<file path="src/rtl/serial_display_rx_pkg.sv">
// Shared types and constants for the serial display link receiver.
// Frame layout, flag bit indices, FSM state type and checksum helper.
package serial_display_rx_pkg;

  localparam int          FRAME_BITS = 40;
  localparam logic [7:0]  HEADER     = 8'hA5;
  localparam int          TIMEOUT    = 2047;

  localparam int FLAG_NEG = 0;
  localparam int FLAG_ERR = 1;

  typedef enum logic [1:0] {
    IDLE,
    SHIFT,
    CHECK
  } state_t;

  // XOR of the four leading bytes (header, digits hi/lo, flags).
  function automatic logic [7:0] frame_csum(input logic [31:0] body);
    return body[31:24] ^ body[23:16] ^ body[15:8] ^ body[7:0];
  endfunction

endpackage

</file>
<file path="src/rtl/serial_display_rx_sync_edge.sv">
// 2-FF synchronizer with rising-edge pulse on the synchronized copy.
// Ports: clk, rst (sync, active-high), d (async in), q (synced), rise (1-cycle pulse).
module serial_display_rx_sync_edge (
  input  logic clk,
  input  logic rst,
  input  logic d,
  output logic q,
  output logic rise
);

  logic s1;
  logic s2;
  logic prev;

  always_ff @(posedge clk) begin
    if (rst) begin
      s1   <= 1'b0;
      s2   <= 1'b0;
      prev <= 1'b0;
    end else begin
      s1   <= d;
      s2   <= s1;
      prev <= s2;
    end
  end

  assign q    = s2;
  assign rise = s2 & ~prev;

endmodule

</file>
<file path="src/rtl/serial_display_rx.sv">
// Receiver for the 3-wire serial display link: deserializes 40-bit frames,
// checks header (and checksum with SERIAL_DISPLAY_RX_CHECKSUM_EN defined).
// Ports: clk, rst (sync, active-high), ser_clk/data/data_en (async link),
//   digits[15:0] BCD, flags[7:0], frame_valid/frame_err strobes, busy.
import serial_display_rx_pkg::*;

module serial_display_rx #(
  parameter int         FRAME_BITS = serial_display_rx_pkg::FRAME_BITS,
  parameter logic [7:0] HEADER     = serial_display_rx_pkg::HEADER,
  parameter int         TIMEOUT    = serial_display_rx_pkg::TIMEOUT
) (
  input  logic        clk,
  input  logic        rst,
  input  logic        ser_clk,
  input  logic        data,
  input  logic        data_en,
  output logic [15:0] digits,
  output logic [7:0]  flags,
  output logic        frame_valid,
  output logic        frame_err,
  output logic        busy
);

  localparam int CW = $clog2(FRAME_BITS + 1);
  localparam int TW = $clog2(TIMEOUT + 1);

  logic sck_q;
  logic rise;
  logic dat_q;
  logic den_q;
  logic unused_sck_q;
  logic unused_dat_rise;
  logic unused_den_rise;

  serial_display_rx_sync_edge u_sck (
    .clk  (clk),
    .rst  (rst),
    .d    (ser_clk),
    .q    (sck_q),
    .rise (rise)
  );

  serial_display_rx_sync_edge u_dat (
    .clk  (clk),
    .rst  (rst),
    .d    (data),
    .q    (dat_q),
    .rise (unused_dat_rise)
  );

  serial_display_rx_sync_edge u_den (
    .clk  (clk),
    .rst  (rst),
    .d    (data_en),
    .q    (den_q),
    .rise (unused_den_rise)
  );

  assign unused_sck_q = sck_q;

  state_t                  state;
  state_t                  state_n;
  logic [FRAME_BITS-1:0]   sr;
  logic [CW-1:0]           cnt;
  logic [TW-1:0]           tcnt;
  // Set when a frame ends with data_en still high; blocks restart
  // until data_en has been seen low.
  logic                    wait_low;

  logic start;
  logic shift;
  logic fail;
  logic accept;
  logic reject;
  logic frame_ok;

`ifdef SERIAL_DISPLAY_RX_CHECKSUM_EN
  assign frame_ok = (sr[39:32] == HEADER) &&
                    (sr[7:0] == frame_csum(sr[39:8]));
`else
  logic [7:0] unused_csum;
  assign unused_csum = sr[7:0];
  assign frame_ok    = (sr[39:32] == HEADER);
`endif

  always_comb begin
    state_n = state;
    start   = 1'b0;
    shift   = 1'b0;
    fail    = 1'b0;
    accept  = 1'b0;
    reject  = 1'b0;
    unique case (state)
      IDLE: begin
        if (rise && den_q && !wait_low) begin
          start   = 1'b1;
          state_n = SHIFT;
        end
      end
      SHIFT: begin
        if (!den_q) begin
          fail    = 1'b1;
          state_n = IDLE;
        end else if (rise) begin
          shift = 1'b1;
          if (cnt == CW'(FRAME_BITS - 1)) state_n = CHECK;
        end else if (tcnt == TW'(TIMEOUT - 1)) begin
          fail    = 1'b1;
          state_n = IDLE;
        end
      end
      CHECK: begin
        state_n = IDLE;
        if (frame_ok) accept = 1'b1;
        else          reject = 1'b1;
      end
      default: state_n = IDLE;
    endcase
  end

  always_ff @(posedge clk) begin
    if (rst) begin
      state       <= IDLE;
      sr          <= '0;
      cnt         <= '0;
      tcnt        <= '0;
      wait_low    <= 1'b0;
      digits      <= '0;
      flags       <= '0;
      frame_valid <= 1'b0;
      frame_err   <= 1'b0;
      busy        <= 1'b0;
    end else begin
      state       <= state_n;
      frame_valid <= accept;
      frame_err   <= fail | reject;
      busy        <= (state_n != IDLE);

      if (start) begin
        sr   <= {{(FRAME_BITS-1){1'b0}}, dat_q};
        cnt  <= CW'(1);
        tcnt <= TW'(1);
      end else if (shift) begin
        sr   <= {sr[FRAME_BITS-2:0], dat_q};
        cnt  <= cnt + CW'(1);
        tcnt <= TW'(1);
      end else if (state == SHIFT) begin
        tcnt <= tcnt + TW'(1);
      end

      if (accept) begin
        digits <= sr[31:16];
        flags  <= sr[15:8];
      end

      if (!den_q)
        wait_low <= 1'b0;
      else if (state != IDLE && state_n == IDLE)
        wait_low <= 1'b1;
    end
  end

endmodule

</file>
<file path="config.mk">
export PLATFORM = sky130hd
export DESIGN_NAME = serial_display_rx
export DESIGN_NICKNAME = d
export VERILOG_FILES = /design/src/rtl/serial_display_rx_pkg.sv /design/src/rtl/serial_display_rx_sync_edge.sv /design/src/rtl/serial_display_rx.sv
export SDC_FILE = /design/constraint.sdc
export NUM_CORES = 1
export LEC_CHECK = 0
export BUFFER_PORTS_ARGS = -buffer_cell sky130_fd_sc_hd__buf_2
export CAP_MARGIN = 30
export CORE_MARGIN = 2
export CORE_UTILIZATION = 45
export CTS_CLUSTER_DIAMETER = 120
export CTS_CLUSTER_SIZE = 40
export DETAILED_ROUTE_END_ITERATION = 10
export PLACE_DENSITY = 0.71
export SETUP_SLACK_MARGIN = 0.5
export SYNTH_ARGS = -nofsm -noshare
export SYNTH_HDL_FRONTEND = slang
export SYNTH_SLANG_ARGS = --single-unit
</file>
<file path="constraint.sdc">
create_clock -name clk -period 2.7 [get_ports clk]
set_clock_uncertainty 0.15 [all_clocks]
set_input_delay 0.405 -clock clk [delete_from_list [all_inputs] [get_ports clk]]
set_output_delay 0.405 -clock clk [all_outputs]
set_load 0.05 [all_outputs]
</file>
---- Word-level counts from Yosys, hierarchy flattened ----
Cells that the tools add are included.
word-level totals
  register bits ........................... 94
  bits in latches ......................... 0
  RAM bits ................................ 0
  bits in read-only memories .............. 0
  bits of input ports ..................... 5
  output and inout bits ................... 27
  logic and storage cells ................. 70
  memories ................................ 0
cells by class
  add/sub/neg operators ................... 2
  $mul .................................... 0
  div/mod/pow operators ................... 0
  order comparisons ....................... 0
  eq/ne operators ......................... 5
  shift operators ......................... 0
  mux-type cells .......................... 26
  bitwise logic cells ..................... 4
  reductions and logical operators ........ 13
operators by type and width
  kind                   count
  $mux 1                 20
  $add 11x1->11 const B  1
  $eq 11x11->1 const B   1
  $mux 2                 5
  $eq 8x8->1 const B     1
  $add 6x1->6 const B    1
  $eq 6x6->1 const B     1
  $reduce_bool 2->1      3
  $logic_not 2->1        2
  $pmux 2 s2             1
  $reduce_or 2->1        2
  $logic_and 1x1->1      3
  $reduce_bool 3->1      1
  $reduce_or 3->1        1
  $eq 2x1->1 const B     1
  $eq 2x2->1 const B     1
  $not 1->1              2
  $and 1x1->1            1
  $logic_not 1->1        1
  $or 1x1->1             1

---- Longest topological paths before layout ----
Gate-level depths: netlist of the first run.
  depth after elaboration ................. 8
  mapped depth ............................ 6
  depth with buffers taken out ............ 5

---- Modules after synthesis ----
From an unflattened synthesis of the first run, not the netlist that was laid out.
unflattened totals
  cells, all modules ...................... 428
  area, all modules ....................... 3753.6 um^2
by module, submodules not included
  module                       instances  cells an instance  area each (um^2)  sequential area each (um^2)
  serial_display_rx            1          407                3490.8            1741.7
  serial_display_rx_sync_edge  3          7                  87.6              60.1

---- Least setup slack after synthesis of the first run ----
OpenSTA, ideal clock, no wires.
  path type ............................... register to register
  start point ............................. register sr[38]
  end point ............................... register digits[0]
  setup time .............................. 72 ps
  arrival ................................. 1369 ps
  required time ........................... 2478 ps
  slack ................................... 1109 ps
  cell stages (with the launch flop) ...... 5
  path buffers ............................ 1
  clock period less this slack ............ 1591 ps
  cells stage by stage .................... dfxtp_1 -> nand4bb_4 -> nor4_4 -> buf_6 -> mux2i_1
between the ends
  cells in the longest elaborated chain, start to end .. 3
RTL lines
  item                    RTL line                  text
  start, declared         serial_display_rx.sv:63   logic [FRAME_BITS-1:0] sr;
  start signal, assigned  serial_display_rx.sv:140  sr <= {{(FRAME_BITS-1){1'b0}}, dat_q};
  start signal, assigned  serial_display_rx.sv:144  sr <= {sr[FRAME_BITS-2:0], dat_q};
  $eq 8x8->1              serial_display_rx.sv:83   assign frame_ok = (sr[39:32] == HEADER);
  $mux 1                  serial_display_rx.sv:114  if (frame_ok) accept = 1'b1;
  $mux 1                  serial_display_rx.sv:93   unique case (state)
  end signal, assigned    serial_display_rx.sv:152  digits <= sr[31:16];
  end, declared           serial_display_rx.sv:17   output logic [15:0] digits,
Every way passes these cells.
A chain may end at the register's enable or synchronous reset.

---- Final worst setup path of the first run ----
  start point ............................. register state[0]
  end point ............................... register cnt[4]
between the ends
  cells in the longest elaborated chain, start to end .. 3
  elaborated cells on any way between the ends .. 5
  classes of those cells .................. 1 x eq/ne; 2 x mux; 2 x reduce/logical
RTL lines
  item                       RTL line                  text
  start, declared            serial_display_rx.sv:61   state_t state;
  start signal, assigned     serial_display_rx.sv:134  state <= state_n;
  $logic_not 2->1            serial_display_rx.sv:93
  $mux 1                     serial_display_rx.sv:93
  $reduce_or 2->1 (no line)  n/a
  end signal, assigned       serial_display_rx.sv:145  cnt <= cnt + CW'(1);
  end, declared              serial_display_rx.sv:64   logic [CW-1:0] cnt;
Parallel ways exist; a longest one is shown, timed or not.

==> results.py, run 1 <==
metrics = {
    "critical_path": {
        "critPathMaxFanout": 12,
        "crit_path_start_kind": "flip-flop",
        "critPathArrivalTime_ns": 2.05,
        "worst_path_largest_cell_delay_ns": 0.64,
        "worst_path_max_delay_cell": "dfxtp_1",
        "required_ns": 2.84,
        "path_delay_family": "simple AND/OR/NAND/NOR gates",
        "critical_path.cell_chain": "nand3b_1, or4_1, a21oi_1",
        "r2r_slack_ns": 0.79,
        "worstPathBufferInverterCount": 0,
        "cp-startpoint": "state[0]",
        "rr_startpoint": "state[0]",
        "cp-end-kind": "flip-flop",
        "critPathKind": "reg -> reg",
    },
    "yosys": {
        "synth_seq_area_share_pct": 46.7,
        "syn_area_mm2": 0.00403,
        "syn_nets": 447,
        "synth-seq-cells": 94,
        "ys_warn_count": 0,
        "synthCells": 439,
        "avgSynthCellArea_um2": 9.17,
        "synth_cell_types": 43,
    },
    "sta": {
        "tns_ns": 0,
        "slew_headroom_pct": 57.0,
        "period_minus_slack_ns": 1.91,
        "max_freq_ghz": 0.523,
        "finalSetupViolCount": 0,
        "fin_crit_sh_pct": 70.8,
        "final_max_slew_viol_count": 0,
        "tightest_slew_ns": 0.643,
        "finalHoldViolCount": 0,
        "rsz0062_at_grt": "no",
    },
    "route": {
        "wire_per_inst_um": 13.5,
        "dr.pass1.iters": 5,
        "via_per_inst": 5.49,
        "drc": 0,
        "drt_iter0_drc": 239,
        "antenna_left": 0,
        "vias": 3097,
        "wirelength_mm": 7.60,
    },
    "power": {
        "p_int_uw": 1770,
        "p_leak_uw": 0.00144,
        "combPwrFrac_pct": 2.9,
        "p_clk_share_pct": 37.5,
        "switchingPower_uw": 573,
        "p_seq_share_pct": 59.6,
        "switching_share_pct": 24.5,
        "peakVddDrop_v": 0.000230,
        "power_density_mw_per_mm2": 535,
    },
    "global_routing": {
        "track_usage_pct": 16.5,
        "grt_overflow": 0,
        "grt_antenna_before_repair": 0,
        "grt_max_degree": 50,
        "grt_pass1_wl_mm": 13.5,
        "first_global_vias": 3030,
    },
    "finish": {
        "fin_cells": 564,
        "layout-drive-gt1-share_pct": 14.3,
        "final_cell_mix": "dfxtp_1, o21ai_0, a21oi_1, nand2b_1, nand3_1",
        "fin_nets": 459,
        "antenna_cells": 0,
        "finalInstanceArea_mm2": 0.00437,
        "syn2layout_area_growth_pct": 8.58,
        "fill_cells": 819,
        "mostFrequentLayoutCell": "dfxtp_1",
    },
    "clock_tree": {
        "path_clk_slew_ns": 0.09,
        "cts_resized": 0,
        "postCtsSetupRepairBufs": 0,
        "max-clock-path-buffers": 2,
        "hold_buffers": 0,
        "clock-sinks": 94,
        "root_buffer": "clkbuf_8",
        "cts_tree": "yes",
        "clk_latency_ns": 0.36,
        "htree_num_levels": 3,
        "numCtsBuffers": 9,
    },
    "die": {
        "core_mm2": 0.00868,
        "dieHeight_um": 98.6,
        "die_w_um": 98.6,
        "initial_core_util_pct": 46.4,
        "fp.dieArea_mm2": 0.00972,
        "num_rows": 34,
        "ios": 32,
    },
    "place": {
        "io_buffer_count": 31,
        "placed_cell_area_mm2": 0.00419,
        "dpl.cell_count": 548,
        "gp_congestion": 0.749,
        "dp_hpwl_mm": 4.70,
    },
    "hold_path": {
        "hp-class": "in -> reg",
        "min_from": "data_en",
    },
    "flow_run": {
        "maxCapViolations": 0,
    },
    "status": {
        "status": "completed",
    },
}
==> Yosys cell counts (all sizes together) <==
cell type / instances / area [um2]
or4: 8 / 63.8
nor4: 4 / 40.0
o211ai: 1 / 7.51
nor2b: 13 / 81.3
and3b: 1 / 8.76
a21oi: 52 / 260
a41o: 1 / 10.0
a211oi: 1 / 7.51
nor2: 6 / 22.5
nand2: 5 / 18.8
nand4bb: 4 / 61.3
nor3b: 1 / 7.51
and2b: 1 / 7.51
o31ai: 7 / 52.6
buf: 15 / 103
inv: 7 / 26.3
o21ai: 52 / 260
xnor2: 2 / 17.5
or2: 1 / 6.26
o21bai: 1 / 7.51
ha: 3 / 37.5
o311ai: 1 / 16.3
o41ai: 1 / 8.76
nor4b: 2 / 17.5
nand3b: 2 / 18.8
dfxtp: 94 / 1880
mux2i: 26 / 260
nand4b: 2 / 32.5
or3b: 1 / 8.76
nand4: 4 / 31.3
nand2b: 51 / 319
clkbuf: 22 / 82.6
nand3: 42 / 210
or3: 5 / 31.3
==> stage by stage <==
step | worst slack, ns | power (uW) | hold slack (ns) | utilization, %
floorplan | 1.11 | 1480 | 0.264 | -
global placement | 0.862 | 1490 | 0.274 | 48.2
detailed placement | 0.798 | 1500 | 0.281 | 48.2
CTS | 0.779 | 2370 | 0.0969 | 50.4
global route | 0.547 | 2430 | 0.118 | 50.4
finish | 0.788 | 2340 | 0.107 | 50.4
==> final timing paths <==
kind,endpoint,cells after the start
min,u_den.s1,2
min reg2reg,u_sck.q,1
max reg2reg,cnt[4],3
max,cnt[4],3
==> kinds of logic after synthesis <==
logic type                 synth area share, %
AOI/OAI and AO/OA                         15.7
xor gates and xnor gates                 0.435
adders and majority gates                0.932
buffers and inverters                     5.25
DFF                                       46.7
muxes                                     6.46
and+or+nand+nor                           24.5
==> power by group through the flow <==
stage | logic [uW] | clock network (uW) | registers (uW)
after global routing | 73.6 | 956 | 1400
after global placement | 66.3 | 0 | 1430
final | 66.9 | 879 | 1400
after CTS | 67.6 | 911 | 1400
after detailed placement | 67.6 | 0 | 1430
after floorplan | 55.1 | 0 | 1430
==> flip-flops by register name, summed over array words and instances (netlist names) <==
name         cells
busy             1
cnt              6
digits          16
flags            8
frame_err        1
frame_valid      1
sr              40
state            2
tcnt            11
u_dat.q          1
u_dat.s1         1
u_den.q          1
u_den.s1         1
u_sck.prev       1
u_sck.q          1
u_sck.s1         1
wait_low         1
==> worst reg2reg max path, delay by kind of cell, from the launching register on <==
family	cells	cell delay, ns
simple gates	2	0.91
flops	1	0.64
compound gates	1	0.15
==> layout make-up <==
| type | count | area, um2 | share of cell area (%) |
|---|---|---|---|
| Multi-Input combinational cell | 301 | 1940 | 44.3 |
| Sequential cell | 94 | 1880 | 43.0 |
| Timing Repair Buffer | 38 | 208 | 4.75 |
| Tap cell | 108 | 135 | 3.09 |
| Clock buffer | 9 | 124 | 2.83 |
| Clock inverter | 7 | 61.3 | 1.40 |
| Inverter | 7 | 26.3 | 0.601 |
==> metal layers <==
layer | track usage [%] | share of wire, %
met2 | 27.8 | 49
met4 | 7.69 | 1.6
met5 | 0 | 0
met3 | 2.62 | 2.8
met1 | 20.7 | 47
Power figures use the tool's default switching activity.
==> inputs of run 2 (changes only) <==
clock period = 1.9 ns   (was 2.7 ns; I/O delays follow)
==> run 2 against run 1 <==
Setup slack got worse by 0.64 ns. Non-clock buffer count increased by 79. Critical path depth increased by 5. Flip-flop and latch count unchanged. Sequential share of layout area decreased by 13 points. First-iteration DRC count increased by 81%. Core utilization increased by 22 points. Count of clock-buffer cells in the layout increased by 1. Cell count increased by 14%. Sequential power increased by 41%. Die area unchanged. Worst hold slack got worse by 0.097 ns. Critical endpoint is now sr[31]. Largest power group unchanged.
==> results.py, run 2 (same netlist as run 1, synthesis figures left out) <==
metrics = {
    "status": {
        "status": "completed",
    },
    "power": {
        "p_leak_uw": 0.00217,
        "power_density_mw_per_mm2": 575,
        "peakVddDrop_v": 0.000286,
    },
    "sta": {
        "final_max_slew_viol_count": 0,
        "tightest_slew_ns": 0.524,
        "finalSetupViolCount": 0,
        "max_freq_ghz": 0.571,
        "rsz0062_at_grt": "yes",
        "tns_ns": 0,
        "slew_headroom_pct": 65.1,
        "finalHoldViolCount": 0,
        "fin_crit_sh_pct": 92.2,
        "period_minus_slack_ns": 1.75,
    },
    "critical_path": {
        "worst_path_max_delay_cell": "dfxtp_2",
        "cp-end-kind": "flip-flop",
        "critPathMaxFanout": 5,
        "path_common_cell": "buf_6",
        "critical_path.cell_chain": "buf_6, buf_6, nor2_4, a41o_4, buf_6, buf_12, buf_16, a21oi_2",
        "critPathKind": "reg -> reg",
        "cp-startpoint": "state[1]",
        "rr_startpoint": "state[1]",
        "crit_path_start_kind": "flip-flop",
        "required_ns": 2.04,
        "critPathArrivalTime_ns": 1.89,
        "path_delay_family": "buffers and inverters",
        "worstPathBufferInverterCount": 5,
        "worst_path_largest_cell_delay_ns": 0.38,
    },
    "finish": {
        "final_cell_mix": "dfxtp_1, nand2b_1, buf_4, a21oi_2, o21ai_1",
        "antenna_cells": 0,
        "syn2layout_area_growth_pct": 56.7,
        "reg_top3": "sr: 40 flops, digits: 16 flops, tcnt: 11 flops",
        "utilization_pct": 72.7,
        "top_register": "sr",
        "layout-drive-gt1-share_pct": 49.2,
        "fin_nets": 538,
        "largest_register_ffs": 40,
        "mostFrequentLayoutCell": "dfxtp_1",
    },
    "clock_tree": {
        "clk_latency_ns": 0.37,
        "htree_num_levels": 3,
        "cts_tree": "yes",
        "path_clk_slew_ns": 0.09,
        "max-clock-path-buffers": 2,
        "numCtsBuffers": 9,
        "root_buffer": "clkbuf_8",
        "clock-sinks": 94,
    },
    "hold_path": {
        "hp-class": "in -> reg",
        "min_from": "data_en",
    },
    "die": {
        "dieHeight_um": 98.6,
        "ios": 32,
        "die_w_um": 98.6,
        "core_mm2": 0.00868,
        "fp.dieArea_mm2": 0.00972,
        "initial_core_util_pct": 46.4,
        "num_rows": 34,
    },
    "place": {
        "io_buffer_count": 31,
        "gp_congestion": 0.730,
        "dp_hpwl_mm": 4.85,
    },
    "route": {
        "dr.pass1.iters": 8,
        "wirelength_mm": 15.1,
        "antenna_left": 0,
        "drc": 0,
        "drt_iter0_drc": 432,
        "wire_per_inst_um": 23.5,
        "vias": 4071,
        "via_per_inst": 6.33,
    },
    "global_routing": {
        "grt_pass1_wl_mm": 20.2,
        "first_global_vias": 3911,
        "grt_max_degree": 41,
        "track_usage_pct": 25.8,
        "grt_overflow": 0,
        "grt_antenna_before_repair": 0,
    },
    "flow_run": {
        "maxCapViolations": 0,
    },
}
run 2: cell types whose count changed in the layout (fill, tap and decap cells not counted), moves of 16 or more:
| cell | previous run | this run |
|---|---|---|
| o21ai_1 | 0 | 36 |
| buf_2 | 31 | 8 |
| nand3_1 | 42 | 21 |
| nand3_2 | 0 | 18 |
| a21oi_1 | 52 | 2 |
| o21ai_0 | 52 | 13 |
| buf_4 | 7 | 48 |
| a21oi_2 | 0 | 45 |
| buf_6 | 0 | 24 |
| dfxtp_1 | 94 | 78 |
run 2: path summary, 6_finish.rpt:
check	to	slack [ns]	depth (start not counted)
max reg2reg	sr[31]	0.15	8
min reg2reg	u_den.q	0.29	1
max	sr[31]	0.15	8
min	u_den.s1	0.009	2
run 2: layer usage:
metal | share of wire (%) | global-route usage (%)
met2 | 49 | 44.0
met1 | 39 | 31.4
met5 | 0 | 0
met4 | 5.1 | 13.0
met3 | 7.1 | 4.54
run 2: what timing repair did:
action,CTS,global route
gates cloned,14,4
gates resized for setup,140,88
hold buffers,2,0
setup endpoints to repair,108,93
pin swaps,26,20
hold endpoints to repair,2,0
setup buffers,39,13
run 2: final cells by class:
| class | count | area (um2) |
|---|---|---|
| clock buffer | 10 | 128 |
| multi-input combinational | 301 | 2590 |
| clock inverter | 6 | 66.3 |
| sequential | 94 | 1920 |
| fill | 495 | 2370 |
| inverter | 7 | 28.8 |
| tap | 108 | 135 |
| timing repair buffer | 117 | 1450 |
run 2: metrics by stage:
stage	worst slack, ns	hold WS, ns	power, uW	cells	area, um2
4_1_cts	0.305	0.0135	3550	626	5740
2_1_floorplan	0.309	0.263	2110	439	4070
3_3_place_gp	0.259	0.273	2130	555	4300
5_1_grt	0.139	-0.00188	3720	643	6310
6_report	0.148	0.00933	3630	643	6310
3_5_place_dp	0.213	0.275	2140	555	4300
run 2: power breakdown:
group          leakage (uW)  switching, uW  internal (uW)
Combinational       0.00130            134            132
Clock              0.000101            764            620
Sequential         0.000768           8.67           1970
